==> src/rtl/vehicle_detector.sv <==
// Synchronises and debounces the loop sensor into the TLC car-present request X.
// Adds a post-departure hold, counts vehicles (saturating), and keeps X high on a stuck sensor.
module vehicle_detector #(
  parameter int DEBOUNCE    = 4,
  parameter int HOLD        = 3,
  parameter int STUCK_LIMIT = 64,
  parameter int CNT_W       = 8
) (
  input  logic             clock,
  input  logic             clear,
  input  logic             sensor_raw,
  output logic             X,
  output logic [CNT_W-1:0] vehicle_count,
  output logic             fault,
  output logic             fault_seen
);

  localparam int MAX_AB = (DEBOUNCE > HOLD) ? DEBOUNCE : HOLD;
  localparam int MAXP   = (MAX_AB > STUCK_LIMIT) ? MAX_AB : STUCK_LIMIT;
  localparam int CW     = $clog2(MAXP) + 1;

  localparam logic [CW-1:0] DEB_LAST   = CW'(DEBOUNCE - 1);
  localparam logic [CW-1:0] HOLD_LAST  = CW'(HOLD - 1);
  localparam logic [CW-1:0] STUCK_LAST = CW'(STUCK_LIMIT - 1);
  localparam logic [CW-1:0] ONE        = CW'(1);

  typedef enum logic [2:0] {
    ST_IDLE     = 3'd0,
    ST_QUAL_ON  = 3'd1,
    ST_PRESENT  = 3'd2,
    ST_QUAL_OFF = 3'd3,
    ST_HOLD     = 3'd4,
    ST_FAULT    = 3'd5
  } state_t;

  state_t           state_q;
  logic             sync1_q, sync2_q;
  logic [CW-1:0]    dcnt_q, hcnt_q, pcnt_q;
  logic             x_q, fault_q, fault_seen_q;
  logic [CNT_W-1:0] count_q;
  logic             s_in;

  assign s_in = sync2_q;

  always_ff @(posedge clock or negedge clear) begin
    if (!clear) begin
      sync1_q      <= 1'b0;
      sync2_q      <= 1'b0;
      state_q      <= ST_IDLE;
      dcnt_q       <= '0;
      hcnt_q       <= '0;
      pcnt_q       <= '0;
      x_q          <= 1'b0;
      fault_q      <= 1'b0;
      fault_seen_q <= 1'b0;
      count_q      <= '0;
    end else begin
      sync1_q <= sensor_raw;
      sync2_q <= sync1_q;
      case (state_q)
        ST_IDLE: begin
          if (s_in) begin
            state_q <= ST_QUAL_ON;
            dcnt_q  <= ONE;
          end
        end
        ST_QUAL_ON: begin
          if (!s_in) begin
            state_q <= ST_IDLE;
          end else if (dcnt_q == DEB_LAST) begin
            state_q <= ST_PRESENT;
            x_q     <= 1'b1;
            pcnt_q  <= '0;
            if (count_q != '1) count_q <= count_q + 1'b1;
          end else begin
            dcnt_q <= dcnt_q + ONE;
          end
        end
        ST_PRESENT: begin
          if (!s_in) begin
            state_q <= ST_QUAL_OFF;
            dcnt_q  <= ONE;
          end else if (pcnt_q == STUCK_LAST) begin
            state_q      <= ST_FAULT;
            fault_q      <= 1'b1;
            fault_seen_q <= 1'b1;
            dcnt_q       <= '0;
          end else begin
            pcnt_q <= pcnt_q + ONE;
          end
        end
        // A returning signal here is the same vehicle, so pcnt is not restarted.
        ST_QUAL_OFF: begin
          if (s_in) begin
            state_q <= ST_PRESENT;
          end else if (dcnt_q == DEB_LAST) begin
            state_q <= ST_HOLD;
            hcnt_q  <= '0;
          end else begin
            dcnt_q <= dcnt_q + ONE;
          end
        end
        ST_HOLD: begin
          if (s_in) begin
            state_q <= ST_PRESENT;
            pcnt_q  <= '0;
          end else if (hcnt_q == HOLD_LAST) begin
            state_q <= ST_IDLE;
            x_q     <= 1'b0;
          end else begin
            hcnt_q <= hcnt_q + ONE;
          end
        end
        // dcnt here counts consecutive low cycles; any high sample restarts it.
        ST_FAULT: begin
          if (s_in) begin
            dcnt_q <= '0;
          end else if (dcnt_q == DEB_LAST) begin
            state_q <= ST_HOLD;
            hcnt_q  <= '0;
            fault_q <= 1'b0;
          end else begin
            dcnt_q <= dcnt_q + ONE;
          end
        end
        default: begin
          state_q <= ST_IDLE;
          x_q     <= 1'b0;
          fault_q <= 1'b0;
        end
      endcase
    end
  end

  assign X             = x_q;
  assign vehicle_count = count_q;
  assign fault         = fault_q;
  assign fault_seen    = fault_seen_q;

endmodule

==> config.mk <==
export PLATFORM = sky130hd
export DESIGN_NAME = vehicle_detector
export DESIGN_NICKNAME = d
export VERILOG_FILES = /design/src/rtl/vehicle_detector.sv
export SDC_FILE = /design/constraint.sdc
export NUM_CORES = 1
export LEC_CHECK = 0
export CORE_MARGIN = 1.5
export CORE_UTILIZATION = 55
export CTS_BUF_LIST = sky130_fd_sc_hd__clkbuf_8
export DETAILED_ROUTE_END_ITERATION = 6
export PLACE_DENSITY = 0.74
export SYNTH_ARGS = -nofsm -noshare
export SYNTH_HDL_FRONTEND = slang
export SYNTH_SLANG_ARGS = --single-unit
==> constraint.sdc <==
create_clock -name clock -period 4.8 [get_ports clock]
set_input_delay 0.96 -clock clock [delete_from_list [all_inputs] [get_ports clock]]
set_output_delay 0.96 -clock clock [all_outputs]
set_load 0.01 [all_outputs]
# ---- After elaboration in Yosys (flattened, before gate mapping)
# Index checks and enable logic that the tools add are counted.
dict set report word_totals {
  ff_bits 37
  input_bits 3
  out_inout_bits 11
  wordCells 97
}
dict set report op_classes {
  n_addsub 4
  eq_ne 27
  muxes 39
  n_bitwise 2
  n_reduce_logical 15
}
# cell count
set op_table {}
lappend op_table {{$mux W7} 15}
lappend op_table {{$pmux W7 S5} 1}
lappend op_table {{$mux W3} 10}
lappend op_table {{$ne A2 B2 Y1 const B} 14}
lappend op_table {{$reduce_and A5 Y1} 5}
lappend op_table {{$add A7 B1 Y7 const B} 3}
lappend op_table {{$pmux W7 S3} 1}
lappend op_table {{$pmux W3 S6} 1}
lappend op_table {{$eq A7 B2 Y1 const B} 2}
lappend op_table {{$pmux W7 S2} 1}
lappend op_table {{$ne A3 B3 Y1 const B} 3}
lappend op_table {{$add A8 B1 Y8 const B} 1}
lappend op_table {{$mux W1} 8}
lappend op_table {{$ne A8 B8 Y1 const B} 1}
lappend op_table {{$reduce_or A4 Y1} 2}
lappend op_table {{$eq A7 B6 Y1 const B} 1}
lappend op_table {{$eq A3 B2 Y1 const B} 2}
lappend op_table {{$eq A3 B3 Y1 const B} 2}
lappend op_table {{$pmux W1 S3} 2}
lappend op_table {{$reduce_and A6 Y1} 1}
lappend op_table {{$reduce_bool A5 Y1} 1}
lappend op_table {{$reduce_and A4 Y1} 1}
lappend op_table {{$eq A3 B1 Y1 const B} 1}
lappend op_table {{$logic_not A3 Y1} 1}
lappend op_table {{other kinds (6)} 7}

# ---- Depth between registers and ports, before layout
dict set report depth {
  word_depth 4
  depth_mapped 6
  ltp_nobuf 6
}

# ---- Worst setup path before layout
# Ideal clock, no wire load.
dict set report synth_path {
  kind {reg2reg}
  from {reg dcnt_q[4]}
  to {reg count_q[1] (netlist: vehicle_count[1])}
  arrival_time_ns 1.815
  slack_ns 2.860
  stages_incl_launch_ff 6
  path_buffers 1
  synth_period_minus_slack_ns 1.940
  path_cell_list {dfrtp_1 > or4_4 > buf_6 > nor4_4 > nand2_2 > mux2_4}
}
dict set report synth_via {
  elab_chain_cells 2
}
# item line_no
set synth_lines {}
lappend synth_lines {{start: declaration} 38} ;# logic [CW-1:0] dcnt_q, hcnt_q, pcnt_q;
lappend synth_lines {{start signal: assignment} 76} ;# dcnt_q <= dcnt_q + ONE;
lappend synth_lines {{start signal: assignment} 100} ;# dcnt_q <= dcnt_q + ONE;
lappend synth_lines {{start signal: assignment} 123} ;# dcnt_q <= dcnt_q + ONE;
lappend synth_lines {{$eq A7 B2 Y1} 70} ;# end else if (dcnt_q == DEB_LAST) begin
lappend synth_lines {{$reduce_and A4 Y1 (no line)} -}
lappend synth_lines {{end signal: assignment} 74} ;# if (count_q != '1) count_q <= count_q + 1'b1;
lappend synth_lines {{end: declaration} 40} ;# logic [CNT_W-1:0] count_q;
# No other way between the ends.
# A chain may end at the register's enable or synchronous reset.

# ---- Worst setup path after layout
dict set report layout_path {
  from {reg count_q[2] (netlist: vehicle_count[2])}
  to {out vehicle_count[2]}
}
# item line_no
set layout_lines {}
lappend layout_lines {{end: declaration} 13} ;# output logic [CNT_W-1:0] vehicle_count,
# No word-level cell between the ends.

==> impl_metrics.csv <==
group,metric,value,unit
place,io_buffers,13,
die,die_x,65.2,um
die,pin_count,14,
timing,fin_skew,5.77,ps
yosys,ys_ff_latch,37,
layout,final_core_util,63.8,%
yosys,synth-warning-count,0,
drt,drtPass1Iterations,4,
timing,setup_viol,0,
pwr,max-vdd-ir-drop,0.000256,V
yosys,syn_inst,211,
yosys,async_flop_share,100,%
clock_tree,cts_hold_buf,0,
grt,grt_pass1_wl,7.69,mm
layout,fillers,305,
drt,ant_nets,0,
hold_path,hp-class,"flop to flop",
critical_path,critPathMaxStageDelay,570,ps
critical_path,end_kind,"primary output",
layout,final_cells,271,
layout,layout_common_cells,"37 x dfrtp_1, 13 x clkdlybuf4s50_1, 12 x inv_1, 11 x nand3_1, 11 x nor2_1",
timing,rsz0062_at_grt,"no",
die,die-area,0.00425,mm2
clock_tree,clock_sinks,37,
timing,finalCritPeriodShare,46.7,%
layout,multi_input_area,0.00112,mm2
critical_path,worst_setup_path_start_kind,"flop",
pwr,power_density,435,mW/mm2
layout,antennaDiodeCount,0,
critical_path,slowest_stage,"clkdlybuf4s50_1",
timing,worstMarginPinSlew,729,ps
grt,antenna_found_initial,0,
critical_path,critPathTopFamily,"buffers and inverters",
die,std_cell_rows,22,
grt,grt_max_degree,38,
pwr,finalPower,1.02,mW
critical_path,worstPathArrival,1280,ps
pwr,p_leak,1.02,nW
clock_tree,cts_tree,"built",
die,core_area,0.00369,mm2
layout,area_growth,10.7,%
clock_tree,cts.repair.resized,0,
yosys,ys_seq_area_share,43.5,%
yosys,syn_nets,219,
status,status,"completed",
clock_tree,cts_buffer_depth,2,
die,initial_utilization,57.7,%
grt,track_usage,23.2,%
layout,regArea,926,um2
clock_tree,clk-insertion-delay-late,290,ps
timing,holdWs,357,ps
timing,period_needed,2240,ps
critical_path,critPathRequiredTime,3840,ps
yosys,ys.flop_type,"dfrtp_1",
layout,fin_area,0.00235,mm2
critical_path,crit_chain,"clkdlybuf4s50_1",
timing,hold_viol,0,
clock_tree,path_clk_slew,70,ps
layout,layout_commonest_cell,"dfrtp_1",
yosys,avgSynthCellArea,10.1,um2
yosys,syn_area,0.00213,mm2
yosys,synth_edf_count,0,
drt,wl,4.42,mm
timing,relSlewSlack,50.9,%
die,fp.dieH,65.2,um
grt,grt_overflow_total,0,
critical_path,worst-path-buf-inv,1,
drt,avgViaCountPerCell,6.16,
place,dpl.hpwl,3.11,mm
timing,slew_viol_final,0,
drt,drtIter0Drc,106,
place,dp.cells,263,
place,gpl.final_weighted_congestion,0.843,
yosys,synth_cell_types,60,
clock_tree,numCtsBuffers,5,
critical_path,critPathKind,"flop to primary output",
critical_path,worst-path-max-fanout,5,
clock_tree,htree_levels,2,
timing,fin_setup_tns,0,ps
drt,post-route-drc-count,0,
clock_tree,cts_root_buffer,"clkbuf_8",
timing,setup_ws,2560,ps
flow_run,drv_cap,0,
timing,fmax,446,MHz
drt,vias,1670,
clock_tree,post_cts_buffers,0,
grt,grt_pass1_vias,1670,
layout,drive_gt1_share,9.87,%
drt,avgRoutedWirePerCell,16.3,um
place,place_ws,2730,ps
place,postPlaceCellArea,0.00227,mm2
layout,layout.nets,230,
==> sequential cells by signal (all words and copies together) (netlist names) <==
register,cells
vehicle_count,8
dcnt_q,7
hcnt_q,7
pcnt_q,7
state_q,3
X,1
fault,1
fault_seen,1
s_in,1
sync1_q,1
==> final timing paths <==
kind / startpoint / endpoint / slack (ps) / cells after the start
max reg2reg: s_in / dcnt_q[4] / 2670 / 4
min: sync1_q / s_in / 360 / 0
max: vehicle_count[2] / vehicle_count[2] / 2560 / 1
min reg2reg: sync1_q / s_in / 360 / 0
max in group asynchronous: clear / vehicle_count[4] / 3370 / 2
min in group asynchronous: clear / pcnt_q[3] / 1090 / 2
==> per-layer routing <==
metal	GRT usage (%)	vias to the layer above	share of wire [%]
met5	0	-	0
met1	29.7	820	46
met2	38.1	37	48
met3	5.48	9	3.9
met4	8.85	0	1.6
li1	-	804	-
==> kinds of logic after synthesis <==
kind of cell / count (synthesis) / synth area share, %
DFF: 37 / 43.5
buffers and inverters: 19 / 3.94
AOI/OAI and AO/OA: 61 / 22.3
adders and majority gates: 5 / 2.94
muxes: 3 / 1.71
and+or+nand+nor: 76 / 21.5
xor gates and xnor gates: 10 / 4.12
==> synthesized netlist by cell type (3+ instances only) <==
| cell | number | area (um2) |
|---|---|---|
| a21o_1 | 4 | 30.0 |
| nand2_1 | 8 | 30.0 |
| clkbuf_1 | 7 | 26.3 |
| nor4_1 | 3 | 18.8 |
| a31oi_1 | 6 | 37.5 |
| a22o_1 | 8 | 70.1 |
| dfrtp_1 | 37 | 926 |
| nand3_1 | 11 | 55.1 |
| xnor2_1 | 9 | 78.8 |
| ha_1 | 5 | 62.6 |
| and2_1 | 4 | 25.0 |
| inv_1 | 9 | 33.8 |
| a21oi_1 | 9 | 45.0 |
| o21ai_0 | 5 | 25.0 |
| nor2b_1 | 7 | 43.8 |
| and3_1 | 8 | 50.1 |
| o22ai_1 | 3 | 18.8 |
| nor2_1 | 11 | 41.3 |
| o211ai_1 | 8 | 60.1 |
| nand3b_1 | 4 | 30.0 |
==> area by class of cell <==
class / count / share of cell area [%]
well taps: 48 / 2.55
flip-flops and latches: 37 / 39.3
clock buffers: 5 / 2.92
clock inverters: 3 / 0.478
inverters: 9 / 1.43
multi-input cells: 155 / 47.4
repair buffers: 14 / 5.84
==> power by group <==
part	leakage (nW)	switching, mW	internal, mW
combinational	0.474	0.187	0.172
sequential	0.494	0.0965	0.367
clock	0.0519	0.105	0.0967
Power figures use the tool's default switching activity.
